==> config.mk <==
export PLATFORM = sky130hd
export DESIGN_NAME = vocab_matcher
export DESIGN_NICKNAME = d
export VERILOG_FILES = /design/src/rtl/vocab_matcher.sv
export SDC_FILE = /design/constraint.sdc
export NUM_CORES = 1
export LEC_CHECK = 0
export CORE_MARGIN = 1
export CORE_UTILIZATION = 50
export DETAILED_ROUTE_END_ITERATION = 8
export GPL_ROUTABILITY_DRIVEN = 1
export PLACE_DENSITY = 0.69
export SLEW_MARGIN = 20
export SYNTH_ARGS = -nofsm -noshare
export SYNTH_HDL_FRONTEND = slang
export SYNTH_SLANG_ARGS = --single-unit
==> constraint.sdc <==
create_clock -name clk_i -period 5.6 [get_ports clk_i]
set_clock_uncertainty 0.2 [all_clocks]
set_input_delay 1.12 -clock clk_i [delete_from_list [all_inputs] [get_ports clk_i]]
set_output_delay 1.12 -clock clk_i [all_outputs]
set_load 0.1 [all_outputs]
==> src/rtl/vocab_matcher.sv <==
// Searches a null-separated vocabulary memory for one null-terminated input word.
// Optional ASCII case folding of both operands is enabled by defining VOCAB_MATCHER_CASE_FOLD_EN.
module vocab_matcher #(
    parameter int    DATA_WIDTH  = 8,
    parameter int    WORD_LENGTH = 8,
    parameter int    VOCAB_DEPTH = 64,
    parameter int    ADDR_WIDTH  = $clog2(VOCAB_DEPTH),
    parameter string INIT_FILE   = ""
) (
    input  logic                              clk_i,
    input  logic                              rst_i,
    input  logic                              start_i,
    input  logic [WORD_LENGTH*DATA_WIDTH-1:0] word_i,
    input  logic                              wr_en_i,
    input  logic [ADDR_WIDTH-1:0]             wr_addr_i,
    input  logic [DATA_WIDTH-1:0]             wr_data_i,
    output logic                              busy_o,
    output logic                              done_o,
    output logic                              found_o,
    output logic [ADDR_WIDTH-1:0]             match_index_o,
    output logic [ADDR_WIDTH-1:0]             match_addr_o
);

    localparam int POS_W = $clog2(WORD_LENGTH + 1);
    localparam logic [ADDR_WIDTH-1:0] LAST_ADDR = ADDR_WIDTH'(VOCAB_DEPTH - 1);

    typedef enum logic [2:0] {IDLE, FETCH, COMPARE, SKIP, DONE} state_t;

    state_t                            state_q, state_d;
    logic [WORD_LENGTH*DATA_WIDTH-1:0] word_q, word_d;
    logic [ADDR_WIDTH-1:0]             addr_q, addr_d, index_q, index_d, wstart_q, wstart_d;
    logic [POS_W-1:0]                  pos_q, pos_d;
    logic                              busy_q, busy_d, done_q, done_d, found_q, found_d;
    logic [ADDR_WIDTH-1:0]             midx_q, midx_d, maddr_q, maddr_d;

    logic [DATA_WIDTH-1:0] mem [VOCAB_DEPTH];
    logic [DATA_WIDTH-1:0] rd_data_q;
    logic [DATA_WIDTH-1:0] v_s, w_s;
    logic [ADDR_WIDTH-1:0] index_inc_s;
    logic rd_en_s, v_zero_s, eq_s, last_s;
    logic fin_s, hit_s, next_s, skip_s;

    // Positions past the last stored character read as the implicit terminator.
    function automatic logic [DATA_WIDTH-1:0] char_at(input logic [WORD_LENGTH*DATA_WIDTH-1:0] w,
                                                      input logic [POS_W-1:0] p);
        logic [DATA_WIDTH-1:0] c;
        c = '0;
        for (int i = 0; i < WORD_LENGTH; i++) begin
            c = (p == POS_W'(i)) ? w[i*DATA_WIDTH +: DATA_WIDTH] : c;
        end
        return c;
    endfunction

`ifdef VOCAB_MATCHER_CASE_FOLD_EN
    function automatic logic [DATA_WIDTH-1:0] fold(input logic [DATA_WIDTH-1:0] c);
        return ((DATA_WIDTH == 8) && (c >= DATA_WIDTH'(8'h41)) && (c <= DATA_WIDTH'(8'h5a)))
               ? c + DATA_WIDTH'(8'h20) : c;
    endfunction

    assign v_s = fold(rd_data_q);
    assign w_s = fold(char_at(word_q, pos_q));
`else
    assign v_s = rd_data_q;
    assign w_s = char_at(word_q, pos_q);
`endif

    assign v_zero_s    = (rd_data_q == '0);
    assign eq_s        = (v_s == w_s);
    assign last_s      = (addr_q == LAST_ADDR);
    assign index_inc_s = (index_q == LAST_ADDR) ? index_q : index_q + ADDR_WIDTH'(1);
    assign rd_en_s     = (state_q == FETCH) || (((state_q == COMPARE) || (state_q == SKIP)) && !fin_s);

    // Vocabulary memory: writes only while idle, synchronous read of the next address.
    always_ff @(posedge clk_i) begin
        if (wr_en_i && !busy_q) begin
            mem[wr_addr_i] <= wr_data_i;
        end
        if (rd_en_s) begin
            rd_data_q <= mem[addr_d];
        end
    end

    // Per-character decision; the last address ends the search unless it decides by itself.
    always_comb begin
        fin_s  = 1'b0;
        hit_s  = 1'b0;
        next_s = 1'b0;
        skip_s = 1'b0;
        if (state_q == COMPARE) begin
            if (eq_s && !v_zero_s) begin
                fin_s = last_s;
            end else if (eq_s) begin
                fin_s = 1'b1;
                hit_s = 1'b1;
            end else if (v_zero_s && (pos_q == '0)) begin
                fin_s = 1'b1;
            end else if (v_zero_s) begin
                fin_s  = last_s;
                next_s = !last_s;
            end else begin
                fin_s  = last_s;
                skip_s = !last_s;
            end
        end else if (state_q == SKIP) begin
            fin_s  = last_s;
            next_s = !last_s && v_zero_s;
            skip_s = !last_s && !v_zero_s;
        end else begin
            fin_s = 1'b0;
        end
    end

    // Next-state and result logic.
    always_comb begin
        state_d  = state_q;
        word_d   = word_q;
        addr_d   = addr_q;
        index_d  = index_q;
        wstart_d = wstart_q;
        pos_d    = pos_q;
        busy_d   = busy_q;
        done_d   = 1'b0;
        found_d  = found_q;
        midx_d   = midx_q;
        maddr_d  = maddr_q;
        case (state_q)
            IDLE: begin
                if (start_i && !busy_q) begin
                    word_d   = word_i;
                    busy_d   = 1'b1;
                    found_d  = 1'b0;
                    midx_d   = '0;
                    maddr_d  = '0;
                    addr_d   = '0;
                    index_d  = '0;
                    wstart_d = '0;
                    pos_d    = '0;
                    state_d  = (word_i[DATA_WIDTH-1:0] == '0) ? DONE : FETCH;
                end else begin
                    state_d = IDLE;
                end
            end
            FETCH: state_d = COMPARE;
            COMPARE, SKIP: begin
                if (fin_s) begin
                    state_d = DONE;
                    found_d = hit_s;
                    midx_d  = index_q;
                    maddr_d = hit_s ? wstart_q : '0;
                end else if (next_s) begin
                    state_d  = COMPARE;
                    index_d  = index_inc_s;
                    pos_d    = '0;
                    addr_d   = addr_q + ADDR_WIDTH'(1);
                    wstart_d = addr_q + ADDR_WIDTH'(1);
                end else if (skip_s) begin
                    state_d = SKIP;
                    addr_d  = addr_q + ADDR_WIDTH'(1);
                end else begin
                    addr_d = addr_q + ADDR_WIDTH'(1);
                    pos_d  = pos_q + POS_W'(1);
                end
            end
            DONE: begin
                done_d  = 1'b1;
                busy_d  = 1'b0;
                state_d = IDLE;
            end
            default: state_d = IDLE;
        endcase
    end

    // State and output registers.
    always_ff @(posedge clk_i or posedge rst_i) begin
        if (rst_i) begin
            state_q  <= IDLE;
            word_q   <= '0;
            addr_q   <= '0;
            index_q  <= '0;
            wstart_q <= '0;
            pos_q    <= '0;
            busy_q   <= 1'b0;
            done_q   <= 1'b0;
            found_q  <= 1'b0;
            midx_q   <= '0;
            maddr_q  <= '0;
        end else begin
            state_q  <= state_d;
            word_q   <= word_d;
            addr_q   <= addr_d;
            index_q  <= index_d;
            wstart_q <= wstart_d;
            pos_q    <= pos_d;
            busy_q   <= busy_d;
            done_q   <= done_d;
            found_q  <= found_d;
            midx_q   <= midx_d;
            maddr_q  <= maddr_d;
        end
    end

    assign busy_o        = busy_q;
    assign done_o        = done_q;
    assign found_o       = found_q;
    assign match_index_o = midx_q;
    assign match_addr_o  = maddr_q;

endmodule

-- Yosys cells after proc, flatten, opt, wreduce, memory -nomap -nowiden
Memory sizes are Yosys's and may differ from the RTL's. A register that Yosys moved wholly into a read port is not among the register bits.
Cells that the tools add are included.
- add/subtract/negate cells: 3
- $mul: 0
- divide/modulo/power cells: 0
- $lt $le $gt $ge: 0
- eq/ne operators: 21
- shift operators: 0
- mux-type cells: 63
- bitwise gates (word level): 0
- reduce and logical (&&, ||, !) cells: 26
- operator list (operator ; number):
    6-bit two-way mux ; 11
    8-bit two-way mux ; 8
    6-bit one-hot mux with 2 select lines ; 5
    1-bit two-way mux ; 26
    4-bit by 3-bit == test with 1-bit output (second input constant) ; 4
    8-bit zero test ; 2
    4-bit two-way mux ; 4
    3-bit two-way mux ; 5
    6-bit by 1-bit adder with 6-bit output (second input constant) ; 2
    6-bit == test (second input constant) ; 2
    2-bit inequality test (second input constant) ; 5
    3-bit one-hot mux with 3 select lines ; 1
    4-bit by 2-bit == test with 1-bit output (second input constant) ; 2
    8-bit == test ; 1
    4-bit one-hot mux with 2 select lines ; 1
    4-bit AND reduction ; 2
    1-bit logical AND ; 7
    3-bit by 2-bit == test with 1-bit output (second input constant) ; 2
    5-bit AND reduction ; 1
    4-bit by 1-bit adder with 4-bit output (second input constant) ; 1
    4-bit by 1-bit == test with 1-bit output (second input constant) ; 1
    1-bit zero test ; 4
    4-bit zero test ; 1
    4-bit inequality test (second input constant) ; 1
    other kinds (10) ; 14
- flip-flop bits (word level): 104
- bits in latches: 0
- RAM bits: 512
- bits in read-only memories: 0
- input port bits: 82
- output and inout bits: 15
- word-level logic and storage cells: 125
- memories kept: 1
- memories (memory ; words ; bits a word ; rd ports ; clocked after Yosys merged registers in ; write ports ; RTL line ; RTL):
    mem ; 64 ; 8 ; 1 ; 1 ; 1 ; 36 ; logic [DATA_WIDTH-1:0] mem [VOCAB_DEPTH];

-- Depth between registers and ports, before layout
Gate-level depths: netlist of the first run.
- depth in word-level cells: 17
- depth in mapped cells: 20
- gate-level depth less buffers: 15

-- Worst setup path after synthesis of the first run
OpenSTA, ideal clock, no wires.
- path kind: reg2reg
- start: register pos_q[0]
- end: register rd_data_q[6], read port of mem (data pin)
- library setup time: 0.275 ns
- data arrival time: 3.692 ns
- path slack: 1.433 ns
- cell stages (with the launch flop): 20
- period minus slack after synthesis: 4.167 ns
- cells stage by stage: dfrtp_1 -> ha_1 -> buf_2 -> or3_1 -> buf_2 -> a221oi_1 -> o22ai_1 -> xnor2_1 -> nor4_4 -> a31o_2 -> nand4_2 -> and2_1 -> buf_4 -> inv_4 -> buf_6 -> buf_4 -> mux2i_1 -> a211oi_1 -> o41ai_1 -> nand4_1
- cells in the longest elaborated chain, start to end: 16
- RTL lines (what ; RTL line ; RTL):
    start, declared ; 32 ; logic [POS_W-1:0] pos_q, pos_d;
    start signal, assigned ; 193 ; pos_q <= pos_d;
    4-bit zero test ; 49, 95 ;
    8-bit two-way mux (8 in a row) ; 49 ; c = (p == POS_W'(i)) ? w[i*DATA_WIDTH +: DATA_WIDTH] : c;
    8-bit == test ; 68 ; assign eq_s = (v_s == w_s);
    1-bit two-way mux or 1-bit logical AND (tied branches) ; 92, 90 ;
    1-bit two-way mux (*) ; 90 ; if (eq_s && !v_zero_s) begin
    1-bit two-way mux (*) ; 89 ; if (state_q == COMPARE) begin
    branches (longest 3 deep; another with 6-bit two-way mux) ; - ;
    end, declared ; 37 ; logic [DATA_WIDTH-1:0] rd_data_q;
Every way passes the cells marked *.
A chain may end at the register's enable or synchronous reset.

-- Worst setup path in the final report of the first run
Same ends and word-level chain as after synthesis.

==> results of run 1 <==
[cells in the final DEF (no fill, tap or decap), types with 5 or more instances in the layout]
master           Yosys  layout
a211oi_1           145     145
a21o_1               6       6
a21oi_1             25      25
a221oi_1             6       6
a22o_1              13      13
and2_1               6       5
and3_1              72      71
buf_12               0       9
buf_2               36       8
buf_4               21      42
bufinv_16            0       9
clkbuf_16            0      61
clkbuf_8             0       6
clkdlybuf4s50_1      0      88
clkinv_1             0       9
clkinv_2             0      19
dfrtp_1            104     104
edfxtp_1           520     520
inv_1               29      28
mux2_2              60      60
mux2i_1            187     187
nand2_1            223     223
nand2b_1             5       5
nand3_1             17      16
nand3b_1            10      10
nand4_1             15      15
nor2_1              93      93
nor2b_1             14      12
nor3_1              10      10
nor4_1               5       5
o21ai_0             30      30
o22ai_1             31      31
o31ai_1             32      26
o31ai_2              0       6
or3_1                5       5
xor2_1               5       5
[what timing repair did]
| item | 4_1_cts | 5_1_grt |
|---|---|---|
| resized for setup | 6 | 10 |
| pin swaps | 0 | 0 |
| endpoints found under the setup margin | 5 | 8 |
| hold endpoints to repair | 0 | 0 |
| buffers inserted | 0 | 0 |
[kinds of logic (layout without fill, tap and decap cells)]
group | after synthesis | after routing | synth area share
buffers and inverters | 153 | 292 | 0.0293
DFF | 624 | 624 | 0.689
xor gates and xnor gates | 9 | 9 | 0.00298
muxes | 247 | 247 | 0.0963
and+or+nand+nor | 486 | 486 | 0.0857
AOI/OAI and AO/OA | 341 | 341 | 0.0938
adders and majority gates | 6 | 6 | 0.00284
[registers in the layout, summed over array words and instances, names as in the netlist]
register / flops
addr_q: 6
busy_o: 1
done_o: 1
found_o: 1
index_q: 6
match_addr_o: 6
match_index_o: 6
mem: 512
pos_q: 4
rd_data_q: 8
state_q: 3
word_q: 64
wstart_q: 6
[per-layer routing]
metal,up-vias,global-route usage
li1,7315,-
met1,8149,0.332
met2,571,0.398
met3,109,0.0414
met4,0,0.0763
met5,-,0
[metrics by stage]
stage               power, mW  hold WS (ns)
global route             9.67         0.316
detailed placement       5.28         0.269
floorplan                5.15         0.237
CTS                      9.49         0.284
global placement         5.28         0.266
finish                   9.44         0.278
[where the power goes]
| part | internal (mW) | switching (mW) | leakage [nW] |
|---|---|---|---|
| clock network | 2.49 | 1.76 | 1.05 |
| registers | 5.03 | 0 | 5.99 |
| logic | 0.0533 | 0.101 | 4.19 |
[critical path: cells and delay by family, from the launching register on]
family | cells | cell delay (ns)
and+or+nand+nor | 4 | 0.69
muxes | 1 | 0.20
adders and majority gates | 1 | 0.20
AOI/OAI and AO/OA | 7 | 2.05
DFF | 1 | 0.43
buffers and inverters | 4 | 1.20
[how the worst min path moves through the flow]
stage | startpoint | endpoint
after detailed placement | word_q[58]$_DFFE_PP0P_ | word_q[58]$_DFFE_PP0P_
after CTS | word_q[58]$_DFFE_PP0P_ | word_q[58]$_DFFE_PP0P_
after global placement | match_index_o[0]$_DFFE_PP0P_ | match_index_o[0]$_DFFE_PP0P_
after floorplan | word_q[22]$_DFFE_PP0P_ | word_q[22]$_DFFE_PP0P_
final | match_index_o[1]$_DFFE_PP0P_ | match_index_o[1]$_DFFE_PP0P_
after global routing | word_q[34]$_DFFE_PP0P_ | word_q[34]$_DFFE_PP0P_
[final cells by class]
cell class | instances | area, µm²
clock buffers | 71 | 1620
clock inverters | 43 | 469
fillers | 4012 | 21600
inverters | 30 | 123
multi-input cells | 1089 | 7530
flip-flops and latches | 624 | 18200
well taps | 680 | 851
repair buffers | 148 | 1430
==> flow_summary.ini, run 1 <==
[sta]
worst_slack_ns = 0.290
setup_viol = 0
fin_tns_setup_ns = 0
period_share = 0.948
drv_slew = 0
max_freq_mhz = 188
min_period_ns = 5.31
rsz0062_at_grt = no
slew_headroom = 0.340
hold_violations = 0
worst_pin_slew_ns = 0.988

[place]
placed_cell_area_um2 = 28100
port_buffers = 96
dpl.hpwl_mm = 38.9
place_inst = 2571
gp_congestion = 0.918
dp_slack_ns = -0.187

[finish]
area.growth.synth_to_final_pct = 14.4
final_nets = 2041
final_area_um2 = 30200
drive_gt1_frac = 0.126
fin_cells = 2685
insertedDiodeCount = 0
finish.utilization = 0.584

[route]
routed_via_density = 6.01
wl_per_cell_um = 24.0
route.detailed.drc = 0
route.met3.wl_mm = 4.27
ant_nets = 0
wirelength_met1_mm = 27.6
topRoutingLayerUsed = met4
vias = 16100
routed_wl_mm = 64.6
wl_met2_mm = 31.0
first_iter_violations = 1578
firstDrtPassIters = 5

[yosys]
synth_area_leaders = edfxtp_1 59%, dfrtp_1 9.8%, mux2i_1 7.1%
synth_area_per_cell_um2 = 14.2
yosysTopAreaCellShare = 0.591
yosysUniqueCellTypes = 68
syn-cell-area_um2 = 26400
syn_inst = 1866
ys_top_cells_by_count = 520 x edfxtp_1, 223 x nand2_1, 187 x mux2i_1
yosysMostFrequentCell = edfxtp_1
synth-seq-cells = 624
syn_nets = 1954
synth_edf_count = 520
synth-main-ff-cell = edfxtp_1
yosysSeqAreaShare = 0.689
synth_top_area_cell = edfxtp_1
yosysWarnings = 0
async_flop_share = 0.167

[grt]
grt_first_pass_wirelength_mm = 98.1
antenna_found_initial = 0
grt_start_max_net_pins = 85
grt_usage = 0.243
first_global_vias = 16000
gr-total-overflow = 0

[power_and_ir_drop]
ir_worst_vdd_mv = 0.300
power_leakage_nw = 11.2
power.density_nw_per_um2 = 312

[clock_network]
cts.sinks = 624
clk_latency_ns = 0.64
numCtsBuffers = 60
cts_tree = done
cts_htree_levels = 2
cts_max_path_buffers = 3
cts_hold_buf = 0
clk_root_buffer_cell = clkbuf_16
clkSlewWorstSetupHoldPaths_ns = 0.06

[min_path]
holdPathStages = 2
worstHoldPathType = reg -> reg

[worst_setup_path]
setup.worst_path.end_class = register
cpMostUsedCell = buf_4
arrival_ns = 5.46
critPathMaxStageDelay_ns = 0.54
timing.critical_path.to = rd_data_q[6]$_DFFE_PN_
setup.worst_path.start = pos_q[0]$_DFFE_PP0P_
r2r_slack_ns = 0.29
r2r-end = rd_data_q[6]$_DFFE_PN_
worstSetupStartpointType = register
crit_chain = ha_1, buf_4, a21oi_1, a211oi_1, nor3_1, o32a_1, and4_1, a31oi_2, a31oi_4, and2_2, inv_8, buf_4, mux2i_1, a211oi_1, o41ai_2, buf_4, nand4_1
crit_required_ns = 5.75
reg2reg_from = pos_q[0]$_DFFE_PP0P_
critPathSlowestCell = o41ai_2
crit_type = reg -> reg
reg2regPathDepth = 17
cp_max_fo = 53

[die]
rows = 83
die_area_um2 = 53800
core_area_um2 = 51800
top_level_ports = 97
dieHeight_um = 232
fp.dieW_um = 232
start_util = 0.510

[run_status]
outcome = finished, final reports clean

[flow_run]
maxCapViolations = 0
Note: power is estimated with default switching activity, not from simulation.
==> run 2: changes to the inputs <==
- CTS_CLUSTER_SIZE: default -> 14
- MAX_ROUTING_LAYER: default -> met4
==> run 2 against run 1 <==
  * Hold slack about the same
  * Clock power decreased by 4%
  * Largest power group unchanged
  * Global-route usage grew 0.73 points
  * Count of clock-buffer cells in the layout is 4 higher
  * Final area fell by 0.28%
  * Maximum frequency is 1.3% lower
==> flow_summary.ini, run 2 (synthesis gave the netlist of run 1 again) <==
[clock_network]
numCtsBuffers = 61
cts_htree_levels = 2
clk_latency_ns = 0.64
cts_tree = done
cts_max_path_buffers = 3
cts_hold_buf = 0
clk_root_buffer_cell = clkbuf_16
cts.sinks = 624
clkSlewWorstSetupHoldPaths_ns = 0.06
post_cts_buffers = 0

[finish]
mostFrequentLayoutCell = edfxtp_1
final_cell_mix = 520 x edfxtp_1, 223 x nand2_1, 187 x mux2i_1
final.fill_count = 4017
fin_cells = 2686
final_nets = 2042
final_area_um2 = 30200
area.sequential_um2 = 18200
area.growth.synth_to_final_pct = 14.0
multiInputGateArea_um2 = 7530
insertedDiodeCount = 0
reg_top3 = mem: 512 flops, word_q: 64 flops, rd_data_q: 8 flops
largest_reg_flops = 512
regMostFlops = mem
finish.utilization = 0.582
drive_gt1_frac = 0.123

[sta]
slew_headroom = 0.340
hold_ws_ns = 0.278
worst_slack_ns = 0.222
drv_slew = 0
period_share = 0.960
worst_pin_slew_ns = 0.988
min_period_ns = 5.38
fin_tns_setup_ns = 0
setup_viol = 0
max_freq_mhz = 186
hold_violations = 0

[route]
ant_nets = 0
firstDrtPassIters = 5
vias = 16300
routed_via_density = 6.05
route.detailed.drc = 0
wl_per_cell_um = 24.0
routed_wl_mm = 64.5
first_iter_violations = 1524

[place]
port_buffers = 96
dp_slack_ns = -0.187
placed_cell_area_um2 = 28100
dpl.hpwl_mm = 38.9
place_inst = 2571
gp_congestion = 0.935

[worst_setup_path]
arrival_ns = 5.52
crit_chain = inv_1, ha_2, buf_4, nor2b_1, a22oi_1, nand2_1, a32oi_1, nor4_4, a31o_2, nand4_2, and2_2, inv_8, buf_12, mux2i_1, a211oi_1, o31ai_1, nand4_1
worstSetupStartpointType = register
critPathSlowestCell = o31ai_1
crit_type = reg -> reg
critPathMaxStageDelay_ns = 0.58
cp_max_fo = 53
critPathBufInv = 4
crit_family = simple AND/OR/NAND/NOR gates
setup.worst_path.end_class = register
crit_required_ns = 5.75

[die]
core_area_um2 = 51800
top_level_ports = 97
die_area_um2 = 53800
start_util = 0.510
dieHeight_um = 232
fp.dieW_um = 232
rows = 83

[power_and_ir_drop]
power_leakage_nw = 11.2
power_mw = 9.25
ir_worst_vdd_mv = 0.284
power.density_nw_per_um2 = 307

[grt]
antenna_found_initial = 0
grt_start_max_net_pins = 85
gr-total-overflow = 0
grt_first_pass_wirelength_mm = 98.2
grt_usage = 0.250
first_global_vias = 16100

[min_path]
worstHoldPathType = reg -> reg

[run_status]
outcome = finished, final reports clean

[flow_run]
maxCapViolations = 0
## run 2: cell types whose count changed in the layout (fill, tap and decap cells not counted), sizes merged
cell / before / now
inv: 35 / 34
clkinv: 29 / 31
bufinv: 9 / 5
clkbuf: 71 / 75
## run 2: cell type report
class / instances / area share
multi-input combinational: 1089 / 0.250
timing repair buffer: 148 / 0.0473
tap: 680 / 0.0282
clock inverter: 40 / 0.0122
sequential: 624 / 0.604
inverter: 30 / 0.00407
clock buffer: 75 / 0.0544
## run 2: report_power, final
group	switching (mW)	leakage [nW]	total [mW]	internal (mW)
sequential	0	5.99	5.03	5.03
combinational	0.101	4.19	0.155	0.0533
clock	1.75	0.999	4.06	2.31
total	1.85	11.2	9.25	7.40
## run 2: worst reg2reg max path: stages, from the launching register on
cell and delay (ns):
dfrtp_1 0.43, inv_1 0.11, ha_2 0.37, buf_4 0.29
nor2b_1 0.30, a22oi_1 0.10, nand2_1 0.09, a32oi_1 0.16
nor4_4 0.41, a31o_2 0.29, nand4_2 0.15, and2_2 0.26
inv_8 0.38, buf_12 0.31, mux2i_1 0.33, a211oi_1 0.14
o31ai_1 0.58, nand4_1 0.18
## run 2: timing repair
| item | 4_1_cts | 5_1_grt |
|---|---|---|
| hold endpoints to repair | 0 | 0 |
| gates resized for setup | 6 | 10 |
| gates cloned | 0 | 0 |
| setup endpoints to repair | 5 | 8 |
## run 2: routing by layer
layer,wire [µm],vias to the layer above,track usage,part of all wire
li1,-,7321,-,-
met1,27300,8215,0.330,0.42
met2,31200,599,0.399,0.48
met3,4300,115,0.0411,0.067
met4,1750,0,0.0781,0.027
met5,0,-,-,0
## run 2: worst paths after layout
path                                              start                           end  slack [ns]  cells after the start
setup reg to reg                   pos_q[0]$_DFFE_PP0P_        rd_data_q[3]$_DFFE_PN_        0.22                     17
min in group asynchronous                         rst_i  match_index_o[4]$_DFFE_PP0P_        0.79                      2
setup / recovery                   pos_q[0]$_DFFE_PP0P_        rd_data_q[3]$_DFFE_PN_        0.22                     17
hold reg to reg            match_index_o[1]$_DFFE_PP0P_  match_index_o[1]$_DFFE_PP0P_        0.28                      2
max in group asynchronous                         rst_i        word_q[44]$_DFFE_PP0P_        3.39                      3
hold / removal             match_index_o[1]$_DFFE_PP0P_  match_index_o[1]$_DFFE_PP0P_        0.28                      2
==> run 3: changes to the inputs <==
- PLACE_DENSITY: 0.69 -> 0.75
==> run 3 against run 2 <==
  * Global-route usage down 0.76 points
  * Critical path depth fell by 2
  * Utilization decreased by 0.27 points
  * Highest routed layer unchanged
==> flow_summary.ini, run 3 (synthesis gave the netlist of run 1 again) <==
[run_status]
outcome = finished, final reports clean

[grt]
grt_usage = 0.243
grt_first_pass_wirelength_mm = 95.6
antenna_found_initial = 0
grt_start_max_net_pins = 84
first_global_vias = 16000
gr-total-overflow = 0

[place]
place_inst = 2564
placed_cell_area_um2 = 28100
port_buffers = 96
gp_congestion = 0.904
dpl.hpwl_mm = 38.7

[die]
dieHeight_um = 232
fp.dieW_um = 232
die_area_um2 = 53800
top_level_ports = 97
rows = 83
start_util = 0.510
core_area_um2 = 51800

[finish]
multiInputGateArea_um2 = 7520
final.fill_count = 3930
mostFrequentLayoutCell = edfxtp_1
drive_gt1_frac = 0.112
finish.utilization = 0.579
largest_reg_flops = 512
area.growth.synth_to_final_pct = 13.5
fin_cells = 2677
reg_top3 = mem: 512 flops, word_q: 64 flops, rd_data_q: 8 flops
regMostFlops = mem
area.sequential_um2 = 18200
final_area_um2 = 30000
final_cell_mix = 520 x edfxtp_1, 223 x nand2_1, 187 x mux2i_1
insertedDiodeCount = 0
final_nets = 2034

[power_and_ir_drop]
comb_power_share = 0.017
p_int_mw = 7.34
power.density_nw_per_um2 = 305
seqPwrFrac = 0.550
ir_worst_vdd_mv = 0.293
power.switching_mw = 1.81
power_leakage_nw = 11.1
clock_power_share = 0.434
netSwitchingFraction = 0.198

[sta]
hold_violations = 0
worst_pin_slew_ns = 0.992
min_period_ns = 5.41
max_freq_mhz = 185
period_share = 0.966
slew_headroom = 0.334
rsz0062_at_grt = no
drv_slew = 0
setup_viol = 0

[worst_setup_path]
r2r_slack_ns = 0.19
cp.depth = 15
r2r-end = rd_data_q[6]$_DFFE_PN_
critPathMaxStageDelay_ns = 0.75
critPathBufInv = 2
crit_family = compound AO/OA/AOI/OAI gates
crit_chain = ha_1, or3_1, a221oi_1, o211ai_1, xor2_1, and2_1, a31oi_2, a31oi_4, and2_2, inv_6, buf_12, mux2i_1, a211oi_1, o41ai_1, nand4_1
reg2reg_from = pos_q[0]$_DFFE_PP0P_
setup.worst_path.end_class = register
critPathSlowestCell = o41ai_1
crit_required_ns = 5.75
arrival_ns = 5.56
reg2regPathDepth = 15
crit_type = reg -> reg
setup.worst_path.start = pos_q[0]$_DFFE_PP0P_
cp_max_fo = 34
worstSetupStartpointType = register
timing.critical_path.to = rd_data_q[6]$_DFFE_PN_

[min_path]
worstHoldPathType = reg -> reg

[route]
firstDrtPassIters = 5
vias = 16200
first_iter_violations = 1561
routed_via_density = 6.05
routed_wl_mm = 63.5
ant_nets = 0
route.detailed.drc = 0
wl_per_cell_um = 23.7

[clock_network]
numCtsBuffers = 60
cts.sinks = 624
cts_hold_buf = 0
clk_latency_ns = 0.64
clk_root_buffer_cell = clkbuf_16
clkSlewWorstSetupHoldPaths_ns = 0.06
cts_max_path_buffers = 3
cts_tree = done
cts_htree_levels = 2

[flow_run]
maxCapViolations = 0
==> run 3: cell count changes in the layout (fill, tap and decap cells not counted), moves of 2 or more <==
cell | before | now
clkbuf_1 | 8 | 21
buf_4 | 42 | 35
clkbuf_8 | 6 | 0
clkinv_2 | 16 | 10
inv_4 | 3 | 0
buf_12 | 9 | 11
clkinv_16 | 2 | 0
nor2b_1 | 12 | 14
nor2b_2 | 2 | 0
==> run 3: worst min-delay path by stage <==
stage,slack (ns),start,endpoint,depth (start not counted)
finish,0.27,match_index_o[3]$_DFFE_PP0P_,match_index_o[3]$_DFFE_PP0P_,2
global route,0.29,found_o$_DFFE_PP0P_,found_o$_DFFE_PP0P_,1
CTS,0.28,word_q[22]$_DFFE_PP0P_,word_q[22]$_DFFE_PP0P_,2
detailed placement,0.26,word_q[22]$_DFFE_PP0P_,word_q[22]$_DFFE_PP0P_,2
global placement,0.25,word_q[22]$_DFFE_PP0P_,word_q[22]$_DFFE_PP0P_,2
floorplan,0.24,word_q[22]$_DFFE_PP0P_,word_q[22]$_DFFE_PP0P_,2
==> run 3: routing by layer <==
layer	wire length [µm]	vias to the layer above	global-route usage
met5	0	-	-
met4	2100	0	0.0898
met3	4700	134	0.0338
met2	30900	738	0.393
met1	25800	8017	0.313
li1	-	7319	-
==> run 3: power groups by stage <==
stage | clock (mW) | combinational, mW | sequential [mW]
after floorplan | 0 | 0.0202 | 5.13
after global placement | 0 | 0.151 | 5.13
after detailed placement | 0 | 0.155 | 5.13
after CTS | 4.02 | 0.156 | 5.03
after global routing | 4.19 | 0.165 | 5.03
final | 3.97 | 0.154 | 5.03
==> run 3: layout make-up <==
cell class                 instances  share of cell area
timing repair buffer             141              0.0466
tap                              680              0.0283
multi-input combinational       1089               0.251
clock inverter                    32              0.0110
sequential                       624               0.607
clock buffer                      81              0.0526
inverter                          30             0.00408
==> run 3: repair_timing <==
action | 4_1_cts | 5_1_grt
resized for setup | 4 | 6
gates cloned | 0 | 0
setup buffers | 0 | 0
endpoints found under the setup margin | 6 | 8
==> run 3: tightest hold or removal path, cell delays in order, from the launching register on <==
cell and delay (ns):
dfrtp_1 0.34, nand2_1 0.04, o21ai_0 0.06
==> run 3: per-stage QoR <==
| stage | hold WS (ns) | setup TNS [ns] | total power, mW | setup WS [ns] |
|---|---|---|---|---|
| after global routing | 0.293 | 0 | 9.38 | 0.00366 |
| after global placement | 0.252 | -0.0484 | 5.28 | -0.0316 |
| final | 0.275 | 0 | 9.15 | 0.190 |
| after floorplan | 0.237 | 0 | 5.15 | 1.43 |
| after CTS | 0.277 | 0 | 9.20 | 0.0815 |
| after detailed placement | 0.260 | -0.443 | 5.28 | -0.123 |
